==> config.mk <==
export PLATFORM = sky130hd
export DESIGN_NAME = wm8731_cfg_seq
export DESIGN_NICKNAME = d
export VERILOG_FILES = /design/src/rtl/wm8731_cfg_seq.sv
export SDC_FILE = /design/constraint.sdc
export NUM_CORES = 1
export LEC_CHECK = 0
export BUFFER_PORTS_ARGS = -buffer_cell sky130_fd_sc_hd__buf_2
export CAP_MARGIN = 0
export CORE_ASPECT_RATIO = 0.7
export CORE_MARGIN = 5
export CORE_UTILIZATION = 40
export DETAILED_ROUTE_END_ITERATION = 8
export GPL_TIMING_DRIVEN = 1
export SLEW_MARGIN = 20
export SYNTH_ARGS = -nofsm -noshare
export SYNTH_HDL_FRONTEND = slang
export SYNTH_SLANG_ARGS = --single-unit
==> constraint.sdc <==
create_clock -name clk -period 2.5 [get_ports clk]
set_input_delay 0.375 -clock clk [delete_from_list [all_inputs] [get_ports clk]]
set_output_delay 0.375 -clock clk [all_outputs]
set_load 0.03 [all_outputs]
==> src/rtl/wm8731_cfg_seq.sv <==
// WM8731 control-port configuration sequencer: plays the codec init table through an
// I2C write engine, then serves single user register writes with NACK retry and timeout.
module wm8731_cfg_seq #(
  parameter logic [6:0] DEV_ADDR   = 7'h1A,
  parameter int         MAX_RETRY  = 3,
  parameter int         GAP_CYCLES = 16,
  parameter int         TIMEOUT    = 4096
) (
  input  logic        clk,
  input  logic        reset,
  input  logic        start,
  input  logic        usr_req,
  input  logic [6:0]  usr_reg,
  input  logic [8:0]  usr_data,
  output logic        usr_ack,
  output logic        usr_nack,
  output logic        i2c_go,
  output logic [23:0] i2c_word,
  input  logic        i2c_busy,
  input  logic        i2c_done,
  input  logic        i2c_nack,
  output logic        busy,
  output logic        init_done,
  output logic        err
);

  localparam int RW = $clog2(MAX_RETRY + 1);
  localparam int TW = $clog2(TIMEOUT);
  localparam int GW = $clog2(GAP_CYCLES);
  localparam logic [RW-1:0] MAX_R    = RW'(MAX_RETRY);
  localparam logic [TW-1:0] TO_LAST  = TW'(TIMEOUT - 1);
  localparam logic [GW-1:0] GAP_LAST = GW'(GAP_CYCLES - 1);
  localparam logic [3:0]    TBL_LEN  = 4'd11;

  typedef enum logic [2:0] {IDLE, ISSUE, WAIT, GAP, DONE_CHK} state_t;

  state_t        state, state_n;
  logic [3:0]    idx;
  logic [RW-1:0] retry;
  logic [TW-1:0] timer;
  logic [GW-1:0] gap_cnt;
  logic          mode_usr;
  logic          again;
  logic          done_ok;
  logic          fail;

  // Init table entries packed as {reg[6:0], data[8:0]}
  function automatic logic [15:0] table_entry(input logic [3:0] i);
    case (i)
      4'd0:    table_entry = {7'h0F, 9'h000};
      4'd1:    table_entry = {7'h00, 9'h017};
      4'd2:    table_entry = {7'h01, 9'h017};
      4'd3:    table_entry = {7'h02, 9'h079};
      4'd4:    table_entry = {7'h03, 9'h079};
      4'd5:    table_entry = {7'h04, 9'h012};
      4'd6:    table_entry = {7'h05, 9'h000};
      4'd7:    table_entry = {7'h06, 9'h000};
      4'd8:    table_entry = {7'h07, 9'h00A};
      4'd9:    table_entry = {7'h08, 9'h000};
      4'd10:   table_entry = {7'h09, 9'h001};
      default: table_entry = 16'h0000;
    endcase
  endfunction

  function automatic logic [23:0] make_word(input logic [15:0] e);
    make_word = {DEV_ADDR, 1'b0, e};
  endfunction

  // A done with ACK wins over a timeout expiring in the same cycle
  assign done_ok = i2c_done && !i2c_nack;
  assign fail    = !done_ok && ((i2c_done && i2c_nack) || (timer == TO_LAST));
  assign busy    = (state != IDLE);

  always_comb begin
    state_n = state;
    i2c_go  = 1'b0;
    case (state)
      IDLE: begin
        if (start || (usr_req && init_done)) state_n = ISSUE;
      end
      ISSUE: begin
        if (!i2c_busy) begin
          i2c_go  = 1'b1;
          state_n = WAIT;
        end
      end
      WAIT: begin
        if (done_ok || fail) state_n = GAP;
      end
      GAP: begin
        if (gap_cnt == GAP_LAST) state_n = DONE_CHK;
      end
      DONE_CHK: begin
        if (again || (!mode_usr && !err && idx != TBL_LEN)) state_n = ISSUE;
        else state_n = IDLE;
      end
      default: state_n = IDLE;
    endcase
  end

  always_ff @(posedge clk) begin
    if (reset) begin
      state     <= IDLE;
      idx       <= '0;
      retry     <= '0;
      timer     <= '0;
      gap_cnt   <= '0;
      mode_usr  <= 1'b0;
      again     <= 1'b0;
      i2c_word  <= '0;
      usr_ack   <= 1'b0;
      usr_nack  <= 1'b0;
      init_done <= 1'b0;
      err       <= 1'b0;
    end else begin
      state    <= state_n;
      usr_ack  <= 1'b0;
      usr_nack <= 1'b0;
      case (state)
        IDLE: begin
          if (start) begin
            err       <= 1'b0;
            init_done <= 1'b0;
            mode_usr  <= 1'b0;
            idx       <= '0;
            retry     <= '0;
            again     <= 1'b0;
            i2c_word  <= make_word(table_entry(4'd0));
          end else if (usr_req && init_done) begin
            mode_usr <= 1'b1;
            retry    <= '0;
            again    <= 1'b0;
            i2c_word <= make_word({usr_reg, usr_data});
          end
        end
        ISSUE: begin
          if (!i2c_busy) timer <= '0;
        end
        WAIT: begin
          timer <= timer + 1'b1;
          if (done_ok) begin
            gap_cnt <= '0;
            again   <= 1'b0;
            if (mode_usr) usr_ack <= 1'b1;
            else begin
              idx   <= idx + 1'b1;
              retry <= '0;
            end
          end else if (fail) begin
            gap_cnt <= '0;
            if (retry < MAX_R) begin
              retry <= retry + 1'b1;
              again <= 1'b1;
            end else begin
              again <= 1'b0;
              if (mode_usr) begin
                usr_ack  <= 1'b1;
                usr_nack <= 1'b1;
              end else err <= 1'b1;
            end
          end
        end
        GAP: gap_cnt <= gap_cnt + 1'b1;
        DONE_CHK: begin
          if (!again && !mode_usr && !err && idx == TBL_LEN) init_done <= 1'b1;
          // User words stay latched in i2c_word; only the table path reloads
          if (state_n == ISSUE && !mode_usr) i2c_word <= make_word(table_entry(idx));
        end
        default: ;
      endcase
    end
  end

endmodule

Yosys cells after proc, flatten, opt, wreduce, memory -nomap -nowiden

Memories as Yosys holds them, arrays and structs flattened. A register that Yosys moved wholly into a read port is not among the register bits.
Cells that the tools add are included.

Bits in registers: 55
Bits in latches: 0
Bits in writable memories: 0
Memory bits (read-only): 176
Input bits: 23
Logic and storage cells: 128
Memories: 1

Add/subtract/negate cells: 4
Multiply operators: 0
Divide/modulo/power cells: 0
Order comparisons: 1
Eq/ne operators: 22
Shifts and indexed selects: 0
Muxes and demuxes: 50
Bitwise logic cells: 1
Reductions and logical operators: 37

Memories:

| name             | words | bits a word | read ports | clocked after Yosys merged registers in | write ports | RTL line | text |
|---|---|---|---|---|---|---|---|
| (name not given) | 16    | 11          | 1          | 1                                       | 0           | 49       | `case (i)` |

Operators by type and width:

| cell                                           | number |
|---|---|
| 2-to-1 mux 24 bit                              | 3 |
| one-hot mux 24 bit (2 select lines)            | 1 |
| 2-to-1 mux 4 bit                               | 7 |
| one-hot mux 12 bit (2 select lines)            | 1 |
| 2-to-1 mux 1 bit                               | 20 |
| != test 2 bit (second input constant)          | 9 |
| one-hot mux 4 bit (2 select lines)             | 2 |
| one-hot mux 3 bit (5 select lines)             | 1 |
| adder 12 x 1 -> 12 bit (second input constant) | 1 |
| == test 12 bit (second input constant)         | 1 |
| 2-to-1 mux 12 bit                              | 1 |
| 2-to-1 mux 2 bit                               | 6 |
| 2-to-1 mux 3 bit                               | 4 |
| != test 3 bit (second input constant)          | 4 |
| logical AND 1 bit                              | 10 |
| nonzero test 2 bit                             | 5 |
| AND reduction 3 bit                            | 3 |
| adder 4 x 1 -> 4 bit (second input constant)   | 2 |
| == test 4 bit (second input constant)          | 2 |
| == test 3 x 1 -> 1 bit (second input constant) | 2 |
| == test 3 x 2 -> 1 bit (second input constant) | 2 |
| one-hot mux 1 bit (2 select lines)             | 3 |
| AND reduction 2 bit                            | 3 |
| AND reduction 6 bit                            | 1 |
| other kinds (14)                               | 21 |

Logic depth before layout (Yosys ltp)

Gate-level depths: netlist of the first run.

Depth in word-level cells: 11
Gate-level depth with buffers: 10
Depth with buffers taken out: 9

Least setup slack after synthesis of the first run

Ideal clock, no wire load.

Path kind: register to register
Start point: register state[2]
End point: register (tool-made name)
Setup time: 118 ps
Arrival time: 2,081 ps
Setup slack: 301 ps
Cell stages (with the launch flop): 10
Path buffers: 1
Path through: dfxtp_1 -> buf_2 -> or4b_1 -> o21ai_2 -> nand3_1 -> a21oi_1 -> inv_1 -> ha_1 -> mux2i_1 -> o2bb2ai_1

RTL lines:

| what                   | RTL line | text |
|---|---|---|
| from (decl)            | 37       | `state_t state, state_n;` |
| from (signal assigned) | 116      | `state <= state_n;` |

Final worst setup path of the first run

Start point: register state[0]
End point: output i2c_go

Word-level cells in the longest chain between the ends: 2

Ends and longest elaborated chain:

| what                   | RTL line | text |
|---|---|---|
| == test 3 x 1 -> 1 bit | 77       | `case (state)` |
| 2-to-1 mux 1 bit       | 77       |  |
| to (decl)              | 17       | `output logic i2c_go,` |

No other way between the ends.

==> metrics.md, run 1 <==
| Metric | Value |
|---|---|
| Area post-placement | 0.003336 sq mm |
| First-pass GRT wire length | 11.72 mm |
| Area leader, netlist | dfxtp_1 |
| Io pins | 53 |
| Clk sinks | 58 |
| Met2 WL | 2.764 mm |
| # rows | 26 |
| Final Cycle Share | 92.91% |
| Cell area after layout | 0.003545 sq mm |
| Top Metal Used | met4 |
| Synth warn | 0 |
| Antenna Cells | 0 |
| Count of pins over their slew limit | 0 |
| Share of the yosys chip area belonging to registers | 39.02% |
| CTS buffer count | 9 |
| Final core utilization | 48.86% |
| CTS Root Cell | clkbuf_8 |
| Status | completed |
| Worst Hold Class | in -> reg |
| Layout Nets | 429 |
| H-tree Lvls | 3 |
| Max Freq | 0.4305 GHz |
| CTS Buffer Depth | 2 |
| Req. time, crit path | 2.12 ns |
| Tmin final | 2.323 ns |
| RSZ-0062 raised after global routing | false |
| Hpwl dp | 5.374 mm |
| Total Wirelength | 7.064 mm |
| Initial Util | 41.01% |
| Antenna-violating nets left | 0 |
| Die Wd | 113.1 microns |
| Finish-stage setup viols | 0 |
| Die area | 0.009291 sq mm |
| Routed wire per std cell | 14.13 microns |
| Area grow syn2layout | 19.13% |
| Routed met3 length | 466 microns |
| 1st-iter DRT viols | 126 |
| Layout Skew | 0.01572 ns |
| Critical path's slowest cell | dfxtp_1 |
| Share of layout cells above drive strength 1 | 24.88% |
| Worst setup EP type | output port |
| FF+latch count, synth | 58 |
| Initial antenna violation count | 0 |
| Leak Pwr | 1.487 nW |
| Drt pass-1 iters | 4 |
| Leading post-synthesis cells by cell area | dfxtp_1, nand2_1, mux2i_1 |
| Clock latency on the worst-skew pair | 0.35 ns |
| CTS tree | built |
| Vias | 2569 |
| Buffers on Ports | 47 |
| CP top delay family | simple AND/OR/NAND/NOR gates |
| Total negative slack | 0 ns |
| Placed Cells | 484 |
| Setup CP Type | reg -> out |
| Crit path cell chain | or3b_1, or2_1, inv_2, buf_2 |
| Core ar. | 0.007254 sq mm |
| Endpoints failing hold | 0 |
| Crit path DAT | 1.95 ns |
| Pwr/cell area | 618.3 mW/mm^2 |
| Top_reg_cell synth | dfxtp_1 |
| Non-Filler Instances | 500 |
| Hold_buf cts | 0 |
| Critical path startpoint category | register |
| Vias in the first global route | 2380 |
| Max incr delay on CP | 0.57 ns |
| Post CTS Setup Buffer Count | 0 |
| Synth cell count leaders | dfxtp_1, nand2_1, nor2_1 |
| Chip height | 82.16 microns |
| Post-synth EDFFs | 0 |
| Count of cell types in the netlist | 59 |
| GRT overflow | 0 |
| CP Max Fanout | 13 |
| Largest net degree at the start of global routing | 33 |
| Mapped Cells | 343 |
| Fraction of registers with async set or reset after synthesis | 0% |
| Normalized max-slew margin | 65.66% |
| M1 WL | 3.760 mm |
| Max cap viols | 0 |
| DRC Markers | 0 |
| Worst-path clk slew | 0.08 ns |
| Synth top area share | 39.02% |
| RePlAce Congestion | 0.8037 |
| Post-Syn Area | 0.002975 sq mm |
| GRT Util Overall | 16.13% |
| Slew @ Worst Pin | 0.5127 ns |
| CP bufs+invs | 2 |
| Most common cell in the netlist | dfxtp_1 |
| Peak supply drop | 0.2245 mV |
| Via/cell ratio | 5.138 |
| Post-Syn Area per Cell | 8.675 sq um |
cells by family (layout without fill, tap and decap cells):
kind of cell	after synthesis	count (layout)	share of synthesized area (%)
compound gates	74	74	18.17
other cells	1	5	0.1260
fa+ha+maj	9	9	3.785
flops	58	58	39.02
simple gates	146	146	25.78
mux	20	20	6.854
xor+xnor	1	1	0.2944
buf+inv	34	89	5.972
power by group:
group / internal, W / switching [W] / total, W
logic: 0.000125 / 0.000212 / 0.000336
clock network: 0.000464 / 0.000414 / 0.000878
registers: 0.000954 / 0.0000231 / 0.000977
total: 0.00154 / 0.000649 / 0.00219
path summary, 6_finish.rpt:
check	endpoint	start	cells after the start	slack, ns
setup reg to reg	register	state[0]$_SDFF_PP0_	8	0.22
hold / removal	i2c_word[8]$_SDFFE_PP0P_	usr_data[8]	2	0.23
setup / recovery	i2c_go	state[0]$_SDFF_PP0_	4	0.18
hold reg to reg	i2c_word[6]$_SDFFE_PP0P_	i2c_word[6]$_SDFFE_PP0P_	2	0.46
area by class of cell:
class / count / area [sq um]
fill: 711 / 3710
tap: 98 / 122.6
inverter: 10 / 40.04
clock buffer: 9 / 123.9
clock inverter: 7 / 77.57
multi-input combinational: 255 / 1664
timing repair buffer: 63 / 355.3
sequential: 58 / 1161
per-layer routing:
layer	vias up	global-route usage, %
li1	1323	-
met1	1175	23.41
met2	62	21.75
met3	9	5.681
met4	0	5.762
met5	-	0
timing repair:
| action | 4_1_cts | 5_1_grt |
|---|---|---|
| setup endpoints to repair | 0 | 2 |
| endpoints found under the hold margin | 0 | 0 |
| gates resized for setup | 0 | 2 |
per-stage QoR:
| stage | total power, W | setup slack, ns | hold WS, ns |
|---|---|---|---|
| CTS | 0.002215 | 0.1567 | 0.2187 |
| finish | 0.002192 | 0.1771 | 0.2279 |
| detailed placement | 0.001333 | 0.1835 | 0.4527 |
| global route | 0.002298 | 0.01514 | 0.2334 |
| floorplan | 0.001235 | 0.3009 | 0.4475 |
| global placement | 0.001330 | 0.2402 | 0.4424 |
cells in the final DEF (no fill, tap or decap), types with 3 or more instances in the layout:
| master | n |
|---|---|
| a31oi_1 | 4 |
| a22o_1 | 3 |
| buf_2 | 47 |
| o21ai_0 | 12 |
| o21a_1 | 4 |
| mux2i_1 | 17 |
| nand2b_1 | 11 |
| o311ai_0 | 4 |
| ha_1 | 9 |
| nor2_1 | 30 |
| clkbuf_8 | 9 |
| nand3_1 | 14 |
| and3_1 | 7 |
| o21ai_1 | 3 |
| inv_1 | 7 |
| mux2_2 | 3 |
| a32o_1 | 6 |
| nand2_1 | 46 |
| dfxtp_1 | 58 |
| conb_1 | 5 |
| clkinvlp_4 | 4 |
| a21oi_1 | 20 |
| buf_4 | 16 |
| nand3b_1 | 6 |
| nor2b_1 | 4 |
| nor3_1 | 8 |
Note: power is estimated with default switching activity, not from simulation.
==> inputs of run 2 (changes only) <==
--- a/config.mk
+++ b/config.mk
@@ -9,7 +9,7 @@
 export CAP_MARGIN = 0
 export CORE_ASPECT_RATIO = 0.7
 export CORE_MARGIN = 5
-export CORE_UTILIZATION = 40
+export CORE_UTILIZATION = 25
 export DETAILED_ROUTE_END_ITERATION = 8
 export GPL_TIMING_DRIVEN = 1
 export SLEW_MARGIN = 20
==> run 2 against run 1 <==
  * Total power rose by 16%
  * Sequential share of layout area fell by 1.5 points
  * Critical path depth grew 4
  * Clock power increased by 40%
  * Core utilization is 17 points lower
  * Maximum frequency is essentially flat
  * Cell count up 12%
  * Global-route usage is 5.7 points lower
  * Combinational power down 1%
  * Worst setup slack got worse by 0.0013 ns
  * Design area rose by 4.7%
==> metrics.md, run 2 (synthesized netlist as in run 1, its figures left out) <==
| Metric | Value |
|---|---|
| Clock network fraction of design power | 48.3% (was 40.1%) |
| GRT Util Overall | 10.47% (was 16.13%) |
| Worst slack at placement | 0.1209 ns (was 0.1835 ns) |
| Commonest non-fill, non-tap cells in the layout | dfxtp_1, buf_2, nand2_1 (unchanged) |
| Clk sinks | 58 (unchanged) |
| Io pins | 53 (unchanged) |
| NetSw | 0.0006840 W (was 0.0006491 W) |
| Routed wire per std cell | 12.99 microns (was 14.13 microns) |
| Hpwl dp | 5.454 mm (was 5.374 mm) |
| Antenna Cells | 0 (unchanged) |
| Layout Nets | 428 (was 429) |
| Setup WS post-layout | 0.1758 ns (was 0.1771 ns) |
| Largest net degree at the start of global routing | 22 (was 33) |
| Area grow syn2layout | 24.77% (was 19.13%) |
| CTS Buffer Depth | 2 (unchanged) |
| Max cap viols | 0 (unchanged) |
| Combinational power share | 13.1% (was 15.4%) |
| Max Freq | 0.4303 GHz (was 0.4305 GHz) |
| Antenna-violating nets left | 0 (unchanged) |
| Internal reg-to-reg setup slack | 0.18 ns (was 0.22 ns) |
| Pwr/cell area | 683.3 mW/mm^2 (was 618.3 mW/mm^2) |
| First-pass GRT wire length | 12.16 mm (was 11.72 mm) |
| Seq pwr share | 38.6% (was 44.6%) |
| Core ar. | 0.01169 sq mm (was 0.007254 sq mm) |
| Total Wirelength | 7.249 mm (was 7.064 mm) |
| Total negative slack | 0 ns (unchanged) |
| Clock latency on the worst-skew pair | 0.33 ns (was 0.35 ns) |
| Vias in the first global route | 2462 (was 2380) |
| GRT overflow | 0 (unchanged) |
| Layout Skew | 0.01281 ns (was 0.01572 ns) |
| Tmin final | 2.324 ns (was 2.323 ns) |
| Status | completed (unchanged) |
| Buffers on Ports | 47 (unchanged) |
| Final Cycle Share | 92.97% (was 92.91%) |
| Placed Cells | 542 (was 484) |
| Worst r2r path cells | 8 (unchanged) |
| Drt pass-1 iters | 5 (was 4) |
| Vias | 2587 (was 2569) |
| 1st-iter DRT viols | 154 (was 126) |
| Hold_buf cts | 0 (unchanged) |
| Req. time, crit path | 2.71 ns (was 2.12 ns) |
| Finish-stage setup viols | 0 (unchanged) |
| Fillers | 1196 (was 711) |
| Count of pins over their slew limit | 0 (unchanged) |
| Via/cell ratio | 4.636 (was 5.138) |
| H-tree Lvls | 3 (unchanged) |
| Area post-placement | 0.003402 sq mm (was 0.003336 sq mm) |
| Peak supply drop | 0.2974 mV (was 0.2245 mV) |
| RSZ-0062 raised after global routing | false (unchanged) |
| Worst-path clk slew | 0.05 ns (was 0.08 ns) |
| Chip height | 101.3 microns (was 82.16 microns) |
| Die Wd | 140.4 microns (was 113.1 microns) |
| Endpoints failing hold | 0 (unchanged) |
| CTS buffer count | 9 (unchanged) |
| Cell area after layout | 0.003712 sq mm (was 0.003545 sq mm) |
| CTS tree | built (unchanged) |
| Leak Pwr | 1.540 nW (was 1.487 nW) |
| Non-Filler Instances | 558 (was 500) |
| RePlAce Congestion | 0.8212 (was 0.8037) |
| CP Max Fanout | 14 (was 13) |
| DRC Markers | 0 (unchanged) |
| Setup CP Type | reg -> reg (was reg -> out) |
| Critical path origin | state[2]$_SDFF_PP0_ (was state[0]$_SDFF_PP0_) |
| Worst setup EP type | register (was output port) |
| Switching part of the total power | 26.96% (was 29.62%) |
| Initial antenna violation count | 0 (unchanged) |
| Int Pwr | 0.001853 W (was 0.001542 W) |
| Initial Util | 25.46% (was 41.01%) |
| Worst Hold Class | in -> reg (unchanged) |
| Commonest non-fill, non-tap cell in the layout | dfxtp_1 (unchanged) |
| # rows | 33 (was 26) |
| Die area | 0.01422 sq mm (was 0.009291 sq mm) |
| CTS Root Cell | clkbuf_16 (was clkbuf_8) |
| Share of layout cells above drive strength 1 | 24.69% (was 24.88%) |
| Critical path startpoint category | register (unchanged) |
| RR Startpoint | state[2]$_SDFF_PP0_ (was state[0]$_SDFF_PP0_) |
| Crit path DAT | 2.54 ns (was 1.95 ns) |
-- run 2: changes by cell type in the layout (fill, tap and decap cells not counted), sizes merged --
cell      change
buf           -1
clkinv        +3
clkinvlp      -3
-- run 2: worst min-delay path by stage --
stage / from / slack, ns / end / cells past startpoint
after floorplan: gap_cnt[0]$_SDFFE_PP0P_ / 0.45 / gap_cnt[0]$_SDFFE_PP0P_ / 1
after global placement: i2c_word[9]$_SDFFE_PP0P_ / 0.45 / i2c_word[9]$_SDFFE_PP0P_ / 2
after detailed placement: i2c_word[10]$_SDFFE_PP0P_ / 0.46 / i2c_word[10]$_SDFFE_PP0P_ / 2
after CTS: usr_reg[5] / 0.25 / i2c_word[14]$_SDFFE_PP0P_ / 2
after global routing: usr_data[8] / 0.26 / i2c_word[8]$_SDFFE_PP0P_ / 2
final: usr_reg[5] / 0.26 / i2c_word[14]$_SDFFE_PP0P_ / 2
-- run 2: through the flow --
step | hold WS [ns] | power [W] | util (%)
2_1_floorplan | 0.4475 | 0.001235 | -
3_3_place_gp | 0.4450 | 0.001322 | 29.11
3_5_place_dp | 0.4562 | 0.001328 | 29.11
4_1_cts | 0.2479 | 0.002566 | 31.71
5_1_grt | 0.2557 | 0.002636 | 31.77
6_report | 0.2573 | 0.002536 | 31.77
-- run 2: worst max-delay path, cell delays in order, from the launching register on --
cell,delay (ns)
dfxtp_1,0.45
or4b_4,0.57
o21ai_2,0.20
nand3_1,0.12
a21oi_1,0.20
inv_1,0.10
ha_1,0.34
mux2i_1,0.14
o2bb2ai_1,0.09
-- run 2: layer usage --
layer	part of all wire, %	vias up	GRT usage [%]
li1	-	1326	-
met1	51	1184	14.85
met2	41	71	14.89
met3	7.2	6	3.539
met4	1.3	0	3.425
met5	0	-	0
-- run 2: power groups by stage --
stage	registers [W]	logic, W	clock network (W)
floorplan	0.00103	0.000204	0
global placement	0.000996	0.000326	0
detailed placement	0.000998	0.000330	0
CTS	0.000978	0.000332	0.00126
global route	0.000982	0.000362	0.00129
finish	0.000979	0.000332	0.00123
-- run 2: cell type report --
class	count	area, sq um	share of cell area (%)
multi-input combinational	255	1664	44.83
timing repair buffer	62	347.8	9.370
clock buffer	9	225.2	6.067
clock inverter	7	77.57	2.090
tap	157	196.4	5.292
sequential	58	1161	31.28
inverter	10	40.04	1.079
-- run 2: repair_timing --
action / CTS / global route
resized for setup: 0 / 2
buffers inserted: 0 / 0
endpoints found under the setup margin: 0 / 7
